==> src/rtl/vga_timing_recover.sv <==
`default_nettype none
// ============================================================================
// Module  : vga_timing_recover
// Brief   : Rebuilds pixel coordinates from a sampled VGA stream's sync edges,
//           judges line/frame periods and tracks lock.
// Revision: 1.0 - initial release
// ============================================================================
module vga_timing_recover #(
    parameter int H_TOTAL  = 800,
    parameter int V_TOTAL  = 525,
    parameter int H_ACTIVE = 640,
    parameter int V_ACTIVE = 480,
    parameter int H_SYNC_X = 660,
    parameter int V_SYNC_Y = 494
) (
    input  logic       clk,
    input  logic       rst,
    input  logic       h_sync,
    input  logic       v_sync,
    input  logic       r,
    input  logic       g,
    input  logic       b,
    output logic [9:0] x,
    output logic [9:0] y,
    output logic       de,
    output logic       r_out,
    output logic       g_out,
    output logic       b_out,
    output logic       locked,
    output logic       frame_start,
    output logic [7:0] err_cnt
);

    localparam logic [9:0]  C_H_LAST  = 10'(H_TOTAL - 1);
    localparam logic [9:0]  C_V_LAST  = 10'(V_TOTAL - 1);
    localparam logic [9:0]  C_H_ACT   = 10'(H_ACTIVE);
    localparam logic [9:0]  C_V_ACT   = 10'(V_ACTIVE);
    localparam logic [9:0]  C_HSX     = 10'(H_SYNC_X);
    localparam logic [9:0]  C_VSY     = 10'(V_SYNC_Y);
    localparam logic [11:0] C_H_TOT   = 12'(H_TOTAL);
    localparam logic [10:0] C_V_TOT   = 11'(V_TOTAL);
    localparam logic [10:0] C_PER_MAX = 11'h7FF;
    localparam logic [20:0] C_TO_LAST = 21'(2 * V_TOTAL * H_TOTAL - 1);

    localparam logic [1:0] ST_UNLOCKED = 2'd0;
    localparam logic [1:0] ST_ACQUIRE  = 2'd1;
    localparam logic [1:0] ST_LOCKED   = 2'd2;

    logic        hs_q, vs_q;
    logic [9:0]  hcnt_q, hcnt_d, vcnt_q, vcnt_d;
    logic [10:0] hper_q, hper_d, vper_q, vper_d;
    logic        h_seen_q, h_seen_d, bad_line_q, bad_line_d;
    logic [20:0] to_q, to_d;
    logic [1:0]  state_q, state_d;
    logic [7:0]  err_q, err_d;
    logic        de_q, de_d, r_q, r_d, g_q, g_d, b_q, b_d, fs_q, fs_d;

    logic h_fall, v_fall, hwrap, line_ok, line_bad, frame_ok, to_hit, lose;

    // Measurement datapath; counters free-run regardless of lock state.
    always_comb begin
        h_fall     = hs_q & ~h_sync;
        v_fall     = vs_q & ~v_sync;
        hwrap      = ~h_fall && (hcnt_q == C_H_LAST);
        hcnt_d     = h_fall ? C_HSX : (hwrap ? 10'd0 : hcnt_q + 10'd1);
        vcnt_d     = vcnt_q;
        if (v_fall) begin
            vcnt_d = C_VSY;
        end else if (hwrap) begin
            vcnt_d = (vcnt_q == C_V_LAST) ? 10'd0 : vcnt_q + 10'd1;
        end
        hper_d     = h_fall ? 11'd0 : ((hper_q == C_PER_MAX) ? hper_q : hper_q + 11'd1);
        line_ok    = ({1'b0, hper_q} + 12'd1) == C_H_TOT;
        // The very first h_fall after reset only opens the measurement window.
        line_bad   = h_fall & h_seen_q & ~line_ok;
        h_seen_d   = h_seen_q | h_fall;
        vper_d     = vper_q;
        if (v_fall) begin
            vper_d = 11'd0;
        end else if (h_fall && (vper_q != C_PER_MAX)) begin
            vper_d = vper_q + 11'd1;
        end
        frame_ok   = (vper_q == C_V_TOT);
        bad_line_d = v_fall ? 1'b0 : (bad_line_q | line_bad);
        to_hit     = ~v_fall && (to_q == C_TO_LAST);
        to_d       = (v_fall || to_hit) ? 21'd0 : to_q + 21'd1;
    end

    always_ff @(posedge clk or posedge rst) begin
        if (rst) begin
            state_q <= ST_UNLOCKED;
        end else begin
            state_q <= state_d;
        end
    end

    always_comb begin
        state_d = state_q;
        lose    = 1'b0;
        case (state_q)
            ST_UNLOCKED: begin
                if (v_fall) state_d = ST_ACQUIRE;
            end
            ST_ACQUIRE: begin
                if (to_hit) begin
                    state_d = ST_UNLOCKED;
                end else if (v_fall && frame_ok && !bad_line_q && !line_bad) begin
                    state_d = ST_LOCKED;
                end
            end
            ST_LOCKED: begin
                if (line_bad || (v_fall && !frame_ok) || to_hit) begin
                    state_d = ST_UNLOCKED;
                    lose    = 1'b1;
                end
            end
            default: state_d = ST_UNLOCKED;
        endcase
    end

    // Outputs are qualified with the post-transition state so they drop together with locked.
    always_comb begin
        de_d  = (state_d == ST_LOCKED) && (hcnt_d < C_H_ACT) && (vcnt_d < C_V_ACT);
        r_d   = r & de_d;
        g_d   = g & de_d;
        b_d   = b & de_d;
        fs_d  = (state_d == ST_LOCKED) && (hcnt_d == 10'd0) && (vcnt_d == 10'd0);
        err_d = (lose && (err_q != 8'hFF)) ? err_q + 8'd1 : err_q;
    end

    always_ff @(posedge clk or posedge rst) begin
        if (rst) begin
            hs_q       <= 1'b1;
            vs_q       <= 1'b1;
            hcnt_q     <= 10'd0;
            vcnt_q     <= 10'd0;
            hper_q     <= 11'd0;
            vper_q     <= 11'd0;
            h_seen_q   <= 1'b0;
            bad_line_q <= 1'b0;
            to_q       <= 21'd0;
            err_q      <= 8'd0;
            de_q       <= 1'b0;
            r_q        <= 1'b0;
            g_q        <= 1'b0;
            b_q        <= 1'b0;
            fs_q       <= 1'b0;
        end else begin
            hs_q       <= h_sync;
            vs_q       <= v_sync;
            hcnt_q     <= hcnt_d;
            vcnt_q     <= vcnt_d;
            hper_q     <= hper_d;
            vper_q     <= vper_d;
            h_seen_q   <= h_seen_d;
            bad_line_q <= bad_line_d;
            to_q       <= to_d;
            err_q      <= err_d;
            de_q       <= de_d;
            r_q        <= r_d;
            g_q        <= g_d;
            b_q        <= b_d;
            fs_q       <= fs_d;
        end
    end

    assign x           = hcnt_q;
    assign y           = vcnt_q;
    assign de          = de_q;
    assign r_out       = r_q;
    assign g_out       = g_q;
    assign b_out       = b_q;
    assign locked      = (state_q == ST_LOCKED);
    assign frame_start = fs_q;
    assign err_cnt     = err_q;

endmodule
`default_nettype wire

==> config.mk <==
export PLATFORM = sky130hd
export DESIGN_NAME = vga_timing_recover
export DESIGN_NICKNAME = d
export VERILOG_FILES = /design/src/rtl/vga_timing_recover.sv
export SDC_FILE = /design/constraint.sdc
export NUM_CORES = 1
export LEC_CHECK = 0
export CORE_MARGIN = 8
export CORE_UTILIZATION = 60
export DETAILED_ROUTE_END_ITERATION = 8
export GPL_TIMING_DRIVEN = 0
export PLACE_DENSITY_LB_ADDON = 0.3
export SYNTH_ARGS = -nofsm -noshare
export SYNTH_HDL_FRONTEND = slang
export SYNTH_SLANG_ARGS = --single-unit
export TNS_END_PERCENT = 1
==> constraint.sdc <==
create_clock -name clk -period 8.05 [get_ports clk]
set_input_delay 1.61 -clock clk [delete_from_list [all_inputs] [get_ports clk]]
set_output_delay 1.61 -clock clk [all_outputs]
set_load 0.02 [all_outputs]
==> metrics, run 1 <==
Finished Core Util 0.7123; Syn Inst Count 447; post-DP HPWL 6.793 mm; power per cell area 194.4 nW/um2; pre-CTS setup slack 4.123 ns; Final Hold Vio Count 0; Die Ht 100.8 um; Total Wirelength 9.751 mm; Initial Utilization 0.6083; Final ANT Viol Nets 0; Highest Clock Rate 277.7 MHz; Synth top area share 0.4636; min cycle time layout 3.601 ns; WS Path Type in2reg; number of buffers created by CTS 9; CTS tree yes; Filler cells 541; top-count cell post-synth dfrtp_1; Slew HR 0.4176; max-cap viol count 0; Root Buffer clkbuf_8; crit path buf inv count 2; Clock Skews 0.005003 ns; Remaining DRCs 0; worst skew pair latency 0.34 ns; Synth Cell Area 4318 um2; Clock Path Buffers 2; Yosys warning count 0; Period Utilization, post-route 0.4473; Remaining Overflow, GRT 0; nets 514; FF-to-FF Start x[0]; slew of the pin with the lowest slew margin 0.8669 ns; Hold Crit Class reg2reg; Area growth syn-to-layout 17.10%; Synth Flop Type dfrtp_1; CP Data Required Time 8.29 ns; Placer Congestion 0.9023; clock sink total 82; Syn Area/Cell 9.660 um2; die area 10170 um2; sequential-to-total area share from yosys stat 0.4758; Core ar. 7098 um2; Clock Pin Slew Worst Setup and Hold Paths 0.08 ns; CP endpoint kind register; routed vias 3600; Pleak 2.032 nW; Async S/R FF share, synth 1.000; 1st-pass router iterations 5; DR iter-0 viols 175; initial antenna violation count 0; layout cells sized above 1 0.07157; main area contributors after synthesis dfrtp_1 (46%), nor2_1 (5.4%), xnor2_1 (4.5%); Antenna Cells 0; Yosys cell types 61; Via density 5.980; cell taking the most area after synthesis dfrtp_1; worst-path cell with the longest stage delay clkdlybuf4s50_1; io pins 41; flops & latches, synth 82; port bufs 40; Crit. Startpoint v_sync; largest net degree at the start of global routing 76; post-route setup TNS 0 ns; GRT Util Overall 0.2001; CP Data Arrival Time 3.84 ns; row count 31; Max stage delay on crit path 0.44 ns; CP max FO 8; Post-synth top cells dfrtp_1 (80), nor2_1 (62), nand2_1 (35); H-tree Lvls 3; Critical Path Start Type primary input; CP top delay family simple AND/OR/NAND/NOR gates; hold buffer count at cts 0; CTS-repair resized insts 0; Slew Limit Fails 0; peak supply drop 0.1662 mV; postcts setup bufs 0; unrepaired setup endpoints after global routing false; HP Start state_q[1]; Post-synth EDFFs 0; WL per Instance 16.20 um; status finished, final reports clean; setup violators final 0; global-route wire length before repair 16.24 mm; CP Cell Sequence clkdlybuf4s50_1, nor2b_1, clkbuf_1, nand4_1, or3_1, a32oi_4, nand2_2, nor4_2; Synthesized Nets 462; vias in the first global route 3433; Die W 100.8 um; final setup margin 4.449 ns
==> power breakdown <==
part	switching (mW)	internal, mW	leakage, nW	total (mW)
sequential	0.0464	0.450	1.04	0.496
clock	0.145	0.141	0.0921	0.286
combinational	0.109	0.0915	0.895	0.201
total	0.301	0.682	2.03	0.983
==> cell families (layout without fill, tap and decap cells) <==
family | Yosys count | count (layout) | share of synthesized area
simple gates | 220 | 220 | 0.2767
mux | 2 | 2 | 0.004926
xor+xnor | 42 | 42 | 0.08519
fa+ha+maj | 8 | 8 | 0.02318
flops | 82 | 82 | 0.4758
compound gates | 66 | 66 | 0.1078
buf+inv | 27 | 83 | 0.02637
==> layer usage <==
layer / global-route usage / up-vias / routed length (um)
li1: - / 1718 / -
met1: 0.2506 / 1755 / 4335
met2: 0.3347 / 113 / 4808
met3: 0.03729 / 14 / 473
met4: 0.07326 / 0 / 132
met5: 0 / - / 0
==> state kept, by name, indices dropped and copies added, names as in the netlist <==
register / cells
to_q: 21
frame_start: 1
de: 1
err_cnt: 8
vper_q: 11
bad_line_q: 1
h_seen_q: 1
state_q: 2
y: 10
hs_q: 1
x: 10
r_out: 1
g_out: 1
hper_q: 11
b_out: 1
vs_q: 1
==> cells in the final DEF, fill, tap and decap left out, drive strengths merged, types with 17 or more instances in the layout <==
cell,synthesis,layout
clkbuf,11,21
dfrtp,80,80
nand2,37,37
xor2,20,20
o21ai,17,17
nand3,33,33
clkdlybuf4s50,0,40
nor2,62,62
xnor2,22,22
==> metrics by stage <==
step | instances | hold WS [ns] | total power [mW] | cell area [um2]
5_1_grt | 602 | 0.5029 | 1.035 | 5056
6_report | 602 | 0.4631 | 0.9829 | 5056
4_1_cts | 602 | 0.4647 | 0.9884 | 5056
2_1_floorplan | 447 | 0.4208 | 0.6250 | 4318
3_5_place_dp | 587 | 0.4584 | 0.7041 | 4872
3_3_place_gp | 586 | 0.4506 | 0.6928 | 4842
==> path summary, 6_finish.rpt <==
check | end | slack, ns | depth (start not counted)
min in group asynchronous | hper_q[0] | 1.50 | 2
hold reg to reg | state_q[0] | 0.46 | 1
setup / recovery | frame_start | 4.45 | 8
setup reg to reg | b_out | 5.42 | 9
hold / removal | state_q[0] | 0.46 | 1
max in group asynchronous | vs_q | 5.94 | 3
==> cell type report <==
cell class | instances | area (um2) | share of cell area
Buffer | 16 | 72.57 | 0.01435
Clock buffer | 10 | 127.6 | 0.02524
Clock inverter | 5 | 56.30 | 0.01114
Inverter | 11 | 43.79 | 0.008661
Multi-Input combinational cell | 338 | 2150 | 0.4251
Sequential cell | 82 | 2054 | 0.4063
Tap cell | 99 | 123.9 | 0.02450
Timing Repair Buffer | 41 | 427.9 | 0.08463
(Power assumes the default switching activity.)
==> run 2, diff against run 1 <==
CORE_UTILIZATION = 57   (was 60)
clock period = 3.7 ns   (was 8.05 ns; I/O delays follow)
==> metrics, run 2 (same netlist as run 1, synthesis figures left out) <==
number of buffers created by CTS 9 (unchanged); Final Hold Vio Count 0 (unchanged); WS Path Type in2reg (unchanged); Filler cells 588 (was 541); min cycle time layout 2.693 ns; Die W 103.0 um (was 100.8 um); Clock Path Buffers 2 (unchanged); slew of the pin with the lowest slew margin 0.7702 ns (was 0.8669 ns); Core ar. 7292 um2 (was 7098 um2); Highest Clock Rate 371.4 MHz; Largest Register to_q (unchanged); power per cell area 464.3 nW/um2 (was 194.4 nW/um2); nets 514 (unchanged); GRT Util Overall 0.1978 (was 0.2001); commonest non-fill, non-tap cell in the layout dfrtp_1 (unchanged); Remaining DRCs 0 (unchanged); unrepaired setup endpoints after global routing false (unchanged); die area 10620 um2 (was 10170 um2); CP max FO 10 (was 8); CP Data Arrival Time 2.97 ns (was 3.84 ns); CTS tree yes (unchanged); Clock Pin Slew Worst Setup and Hold Paths 0.08 ns (about the same); clock sink total 82 (unchanged); H-tree Lvls 3 (unchanged); Total Wirelength 9.628 mm (was 9.751 mm); CP Data Required Time 3.98 ns (was 8.29 ns); pre-CTS setup slack 0.6536 ns (was 4.123 ns); port bufs 40 (unchanged); Largest regs to_q: 21 flops, hper_q: 11 flops, vper_q: 11 flops (unchanged); hold slack 0.4697 ns (was 0.4631 ns); Slew HR 0.4826 (was 0.4176); Period Utilization, post-route 0.7278; Die Ht 103.0 um (was 100.8 um); Initial Utilization 0.5921 (was 0.6083); placed insts 587 (unchanged); postcts setup bufs 0 (unchanged); Via density 5.922 (was 5.980); initial antenna violation count 0 (unchanged); Remaining Overflow, GRT 0 (unchanged); Antenna Cells 0 (unchanged); DR iter-0 viols 199 (was 175); Pleak 2.078 nW (was 2.032 nW); Finished Layout Cells 603 (was 602); commonest cells after routing, fill and taps aside dfrtp_1 (80), nor2_1 (62), clkdlybuf4s50_1 (40), nand2_1 (35), nand3_1 (32) (unchanged); 1st-pass router iterations 5 (unchanged); largest net degree at the start of global routing 55 (was 76); Hold Crit Class reg2reg (unchanged); Multi-input gate area 2150 um2 (unchanged); post-DP HPWL 6.902 mm (was 6.793 mm); final setup margin 1.007 ns (was 4.449 ns); sequential cell area 2054 um2 (unchanged); worst skew pair latency 0.36 ns (was 0.34 ns); io pins 41 (unchanged); Clock Skews 0.008723 ns (was 0.005003 ns); CTS-repair resized insts 0 (unchanged); Final Power 2.390 mW (was 982.9 uW); Placer Congestion 0.8696 (was 0.9023); vias in the first global route 3505 (was 3433); Final ANT Viol Nets 0 (unchanged); setup violators final 0 (unchanged); layout cells sized above 1 0.07540 (was 0.07157); hold buffer count at cts 0 (unchanged); routed vias 3571 (was 3600); peak supply drop 0.3526 mV (was 0.1662 mV); CP endpoint kind register (unchanged); status finished, final reports clean (unchanged); global-route wire length before repair 16.67 mm (was 16.24 mm); row count 31 (unchanged); WL per Instance 15.97 um (was 16.20 um); Slew Limit Fails 0 (unchanged); max-cap viol count 0 (unchanged); max FFs per register 21 (unchanged); Area growth syn-to-layout 19.18% (was 17.10%); Critical Path Start Type primary input (unchanged); Finished Core Util 0.7057 (was 0.7123); Root Buffer clkbuf_8 (unchanged)
-- run 2: worst max-delay path: stages --
cell	delay (ns)
clkdlybuf4s50_1	0.43
nand2b_1	0.22
clkbuf_1	0.28
a41oi_1	0.58
nand3_1	0.23
or3_1	0.35
a21oi_1	0.15
-- run 2: per-stage QoR --
step / TNS (ns) / cell area [um2]
4_1_cts: 0 / 5146
2_1_floorplan: 0 / 4318
6_report: 0 / 5146
3_3_place_gp: -31.77 / 4842
3_5_place_dp: 0 / 4872
5_1_grt: 0 / 5146
-- run 2: worst paths after layout --
path,depth (start not counted),end,startpoint,slack [ns]
setup / recovery,7,vper_q[8],h_sync,1.01
hold reg to reg,1,state_q[0],state_q[1],0.47
max in group asynchronous,3,vs_q,rst,2.34
hold / removal,1,state_q[0],state_q[1],0.47
setup reg to reg,9,g_out,x[0],1.04
min in group asynchronous,2,to_q[10],rst,0.72
-- run 2: metal layers --
| metal | track usage | part of all wire | vias up |
|---|---|---|---|
| met3 | 0.04456 | 0.058 | 11 |
| met2 | 0.3122 | 0.46 | 103 |
| met1 | 0.2607 | 0.47 | 1742 |
| met5 | 0 | 0 | - |
| met4 | 0.07008 | 0.014 | 0 |
| li1 | - | - | 1715 |
-- run 2: area by class of cell --
type | instances | share of cell area
tap | 99 | 0.02407
buffer | 16 | 0.01410
sequential | 82 | 0.3992
multi-input combinational | 338 | 0.4177
inverter | 11 | 0.008510
timing repair buffer | 41 | 0.08315
clock buffer | 10 | 0.02674
clock inverter | 6 | 0.02650
-- run 2: power breakdown --
| group | switching [mW] | internal [mW] | total (mW) |
|---|---|---|---|
| Combinational | 0.242 | 0.199 | 0.440 |
| Clock | 0.334 | 0.538 | 0.872 |
| Sequential | 0.0991 | 0.978 | 1.08 |
| Total | 0.674 | 1.72 | 2.39 |
==> run 3, diff against run 2 <==
clock period = 2.5 ns   (was 3.7 ns; I/O delays follow)
==> metrics, run 3 (same netlist as run 1, synthesis figures left out) <==
Final Power 3.422 mW (was 2.390 mW); post-DP HPWL 7.215 mm (was 6.902 mm); R2R Setup Slk -0.02 ns (was 1.04 ns); routed vias 3668 (was 3571); slew of the pin with the lowest slew margin 0.7538 ns (was 0.7702 ns); port bufs 40 (unchanged); Final Hold Vio Count 0 (unchanged); CTS tree yes (unchanged); Highest Clock Rate 397.0 MHz; CP Data Arrival Time 2.75 ns (was 2.97 ns); Total Wirelength 10.33 mm (was 9.628 mm); DR iter-0 viols 160 (was 199); Via density 6.073 (was 5.922); FF-to-FF Start x[0] (unchanged); nets 515 (was 514); largest net degree at the start of global routing 38 (was 55); CP endpoint kind register (unchanged); WS Path Type reg2reg (was in2reg); vias in the first global route 3619 (was 3505); Initial Utilization 0.5921 (unchanged); initial antenna violation count 0 (unchanged); global-route wire length before repair 17.06 mm (was 16.67 mm); die area 10620 um2 (unchanged); Area growth syn-to-layout 20.28% (was 19.18%); Antenna Cells 0 (unchanged); Filler cells 574 (was 588); Die W 103.0 um (unchanged); postcts setup bufs 0 (unchanged); WL per Instance 17.11 um (was 15.97 um); CP max FO 10 (unchanged); hold slack 0.4726 ns (was 0.4697 ns); number of buffers created by CTS 9 (unchanged); post-route setup TNS -0.01883 ns (was 0 ns); GRT Util Overall 0.2026 (was 0.1978); max FFs per register 21 (unchanged); final setup margin -0.01883 ns (was 1.007 ns); 1st-pass router iterations 6 (was 5); placed insts 588 (was 587); commonest non-fill, non-tap cell in the layout dfrtp_1 (unchanged); peak supply drop 0.5228 mV (was 0.3526 mV); H-tree Lvls 3 (unchanged); Slew Limit Fails 0 (unchanged); Slew HR 0.4936 (was 0.4826); clock sink total 82 (unchanged); Clock Path Buffers 2 (unchanged); Core ar. 7292 um2 (unchanged); Remaining DRCs 0 (unchanged); Clock Pin Slew Worst Setup and Hold Paths 0.09 ns (was 0.08 ns); Largest Register to_q (unchanged); Critical Path Start Type register (was primary input); R2R depth 8 (was 9); failing checks negative setup slack; Pleak 2.110 nW (was 2.078 nW); hold buffer count at cts 0 (unchanged); Remaining Overflow, GRT 0 (unchanged); Crit. Startpoint x[0] (was h_sync); max-cap viol count 0 (unchanged); CP Data Required Time 2.73 ns (was 3.98 ns); Finished Layout Cells 604 (was 603); row count 31 (unchanged); Root Buffer clkbuf_8 (unchanged); Period Utilization, post-route 1.008; reg-to-reg endpoint frame_start (was g_out); power per cell area 658.8 nW/um2 (was 464.3 nW/um2); setup violators final 1 (was 0); layout cells sized above 1 0.08911 (was 0.07540); Hold Crit Class reg2reg (unchanged); CP Capture Point frame_start (was vper_q[8]); Clock Skews 0.008585 ns (was 0.008723 ns); Final ANT Viol Nets 0 (unchanged); worst skew pair latency 0.35 ns (was 0.36 ns); min cycle time layout 2.519 ns; unrepaired setup endpoints after global routing true (was false); Die Ht 103.0 um (unchanged); Placer Congestion 0.9005 (was 0.8696); status finished with violations (was finished, final reports clean); io pins 41 (unchanged); Largest regs to_q: 21 flops, hper_q: 11 flops, vper_q: 11 flops (unchanged); commonest cells after routing, fill and taps aside dfrtp_1 (80), nor2_1 (62), clkdlybuf4s50_1 (40), nand2_1 (35), nand3_1 (32) (unchanged)
## run 3: cell count changes in the layout (fill, tap and decap cells not counted), sizes merged
cell	before	now
bufinv	4	3
clkinvlp	0	1
buf	6	7
clkinv	1	3
clkbuf	21	20
inv	12	11
## run 3: through the flow
| stage | area, um2 | setup WS (ns) | util |
|---|---|---|---|
| 2_1_floorplan | 4322 | 0.1785 | - |
| 3_3_place_gp | 4846 | -0.3385 | 0.6646 |
| 3_5_place_dp | 4893 | -0.3982 | 0.6711 |
| 4_1_cts | 5151 | 0.004130 | 0.7064 |
| 5_1_grt | 5194 | -0.1004 | 0.7123 |
| 6_report | 5194 | -0.01883 | 0.7123 |
## run 3: worst min-delay path by stage
stage / from / endpoint / slack [ns] / cells past startpoint
floorplan: state_q[1] / state_q[0] / 0.42 / 1
global placement: state_q[1] / state_q[0] / 0.45 / 1
detailed placement: state_q[1] / state_q[0] / 0.45 / 1
CTS: state_q[1] / state_q[0] / 0.46 / 1
global route: state_q[1] / state_q[0] / 0.49 / 1
finish: state_q[1] / state_q[0] / 0.47 / 1
## run 3: what timing repair did
item | in CTS | in global routing
setup endpoints to repair | 5 | 11
pin swaps | 1 | 2
resized for setup | 4 | 7
## run 3: cell type report
cell class | count | area, um2 | area share
well taps | 99 | 123.9 | 0.02385
multi-input cells | 338 | 2206 | 0.4247
clock buffers | 9 | 123.9 | 0.02385
inverters | 11 | 45.04 | 0.008673
flip-flops and latches | 82 | 2054 | 0.3956
plain buffers | 16 | 76.32 | 0.01470
repair buffers | 42 | 447.9 | 0.08624
clock inverters | 7 | 116.4 | 0.02240
## run 3: report_power, final
part / switching [mW] / internal [mW] / leakage (nW)
Clock: 0.497 / 0.665 / 0.125
Combinational: 0.363 / 0.300 / 0.940
Sequential: 0.150 / 1.45 / 1.04
Total: 1.01 / 2.41 / 2.11
## run 3: critical path: stages, from the launching register on
cell	delay, ns
dfrtp_1	0.41
ha_2	0.26
and4_1	0.21
buf_2	0.17
nand4_4	0.19
or4_1	0.55
o21a_1	0.21
o211ai_1	0.32
nor4_4	0.06
## run 3: routing by layer
layer / up-vias / routed length [um] / GRT usage
li1: 1725 / - / -
met1: 1806 / 4699 / 0.2706
met2: 119 / 4956 / 0.3216
met3: 18 / 494 / 0.02971
met4: 0 / 183 / 0.08454
met5: - / 0 / 0
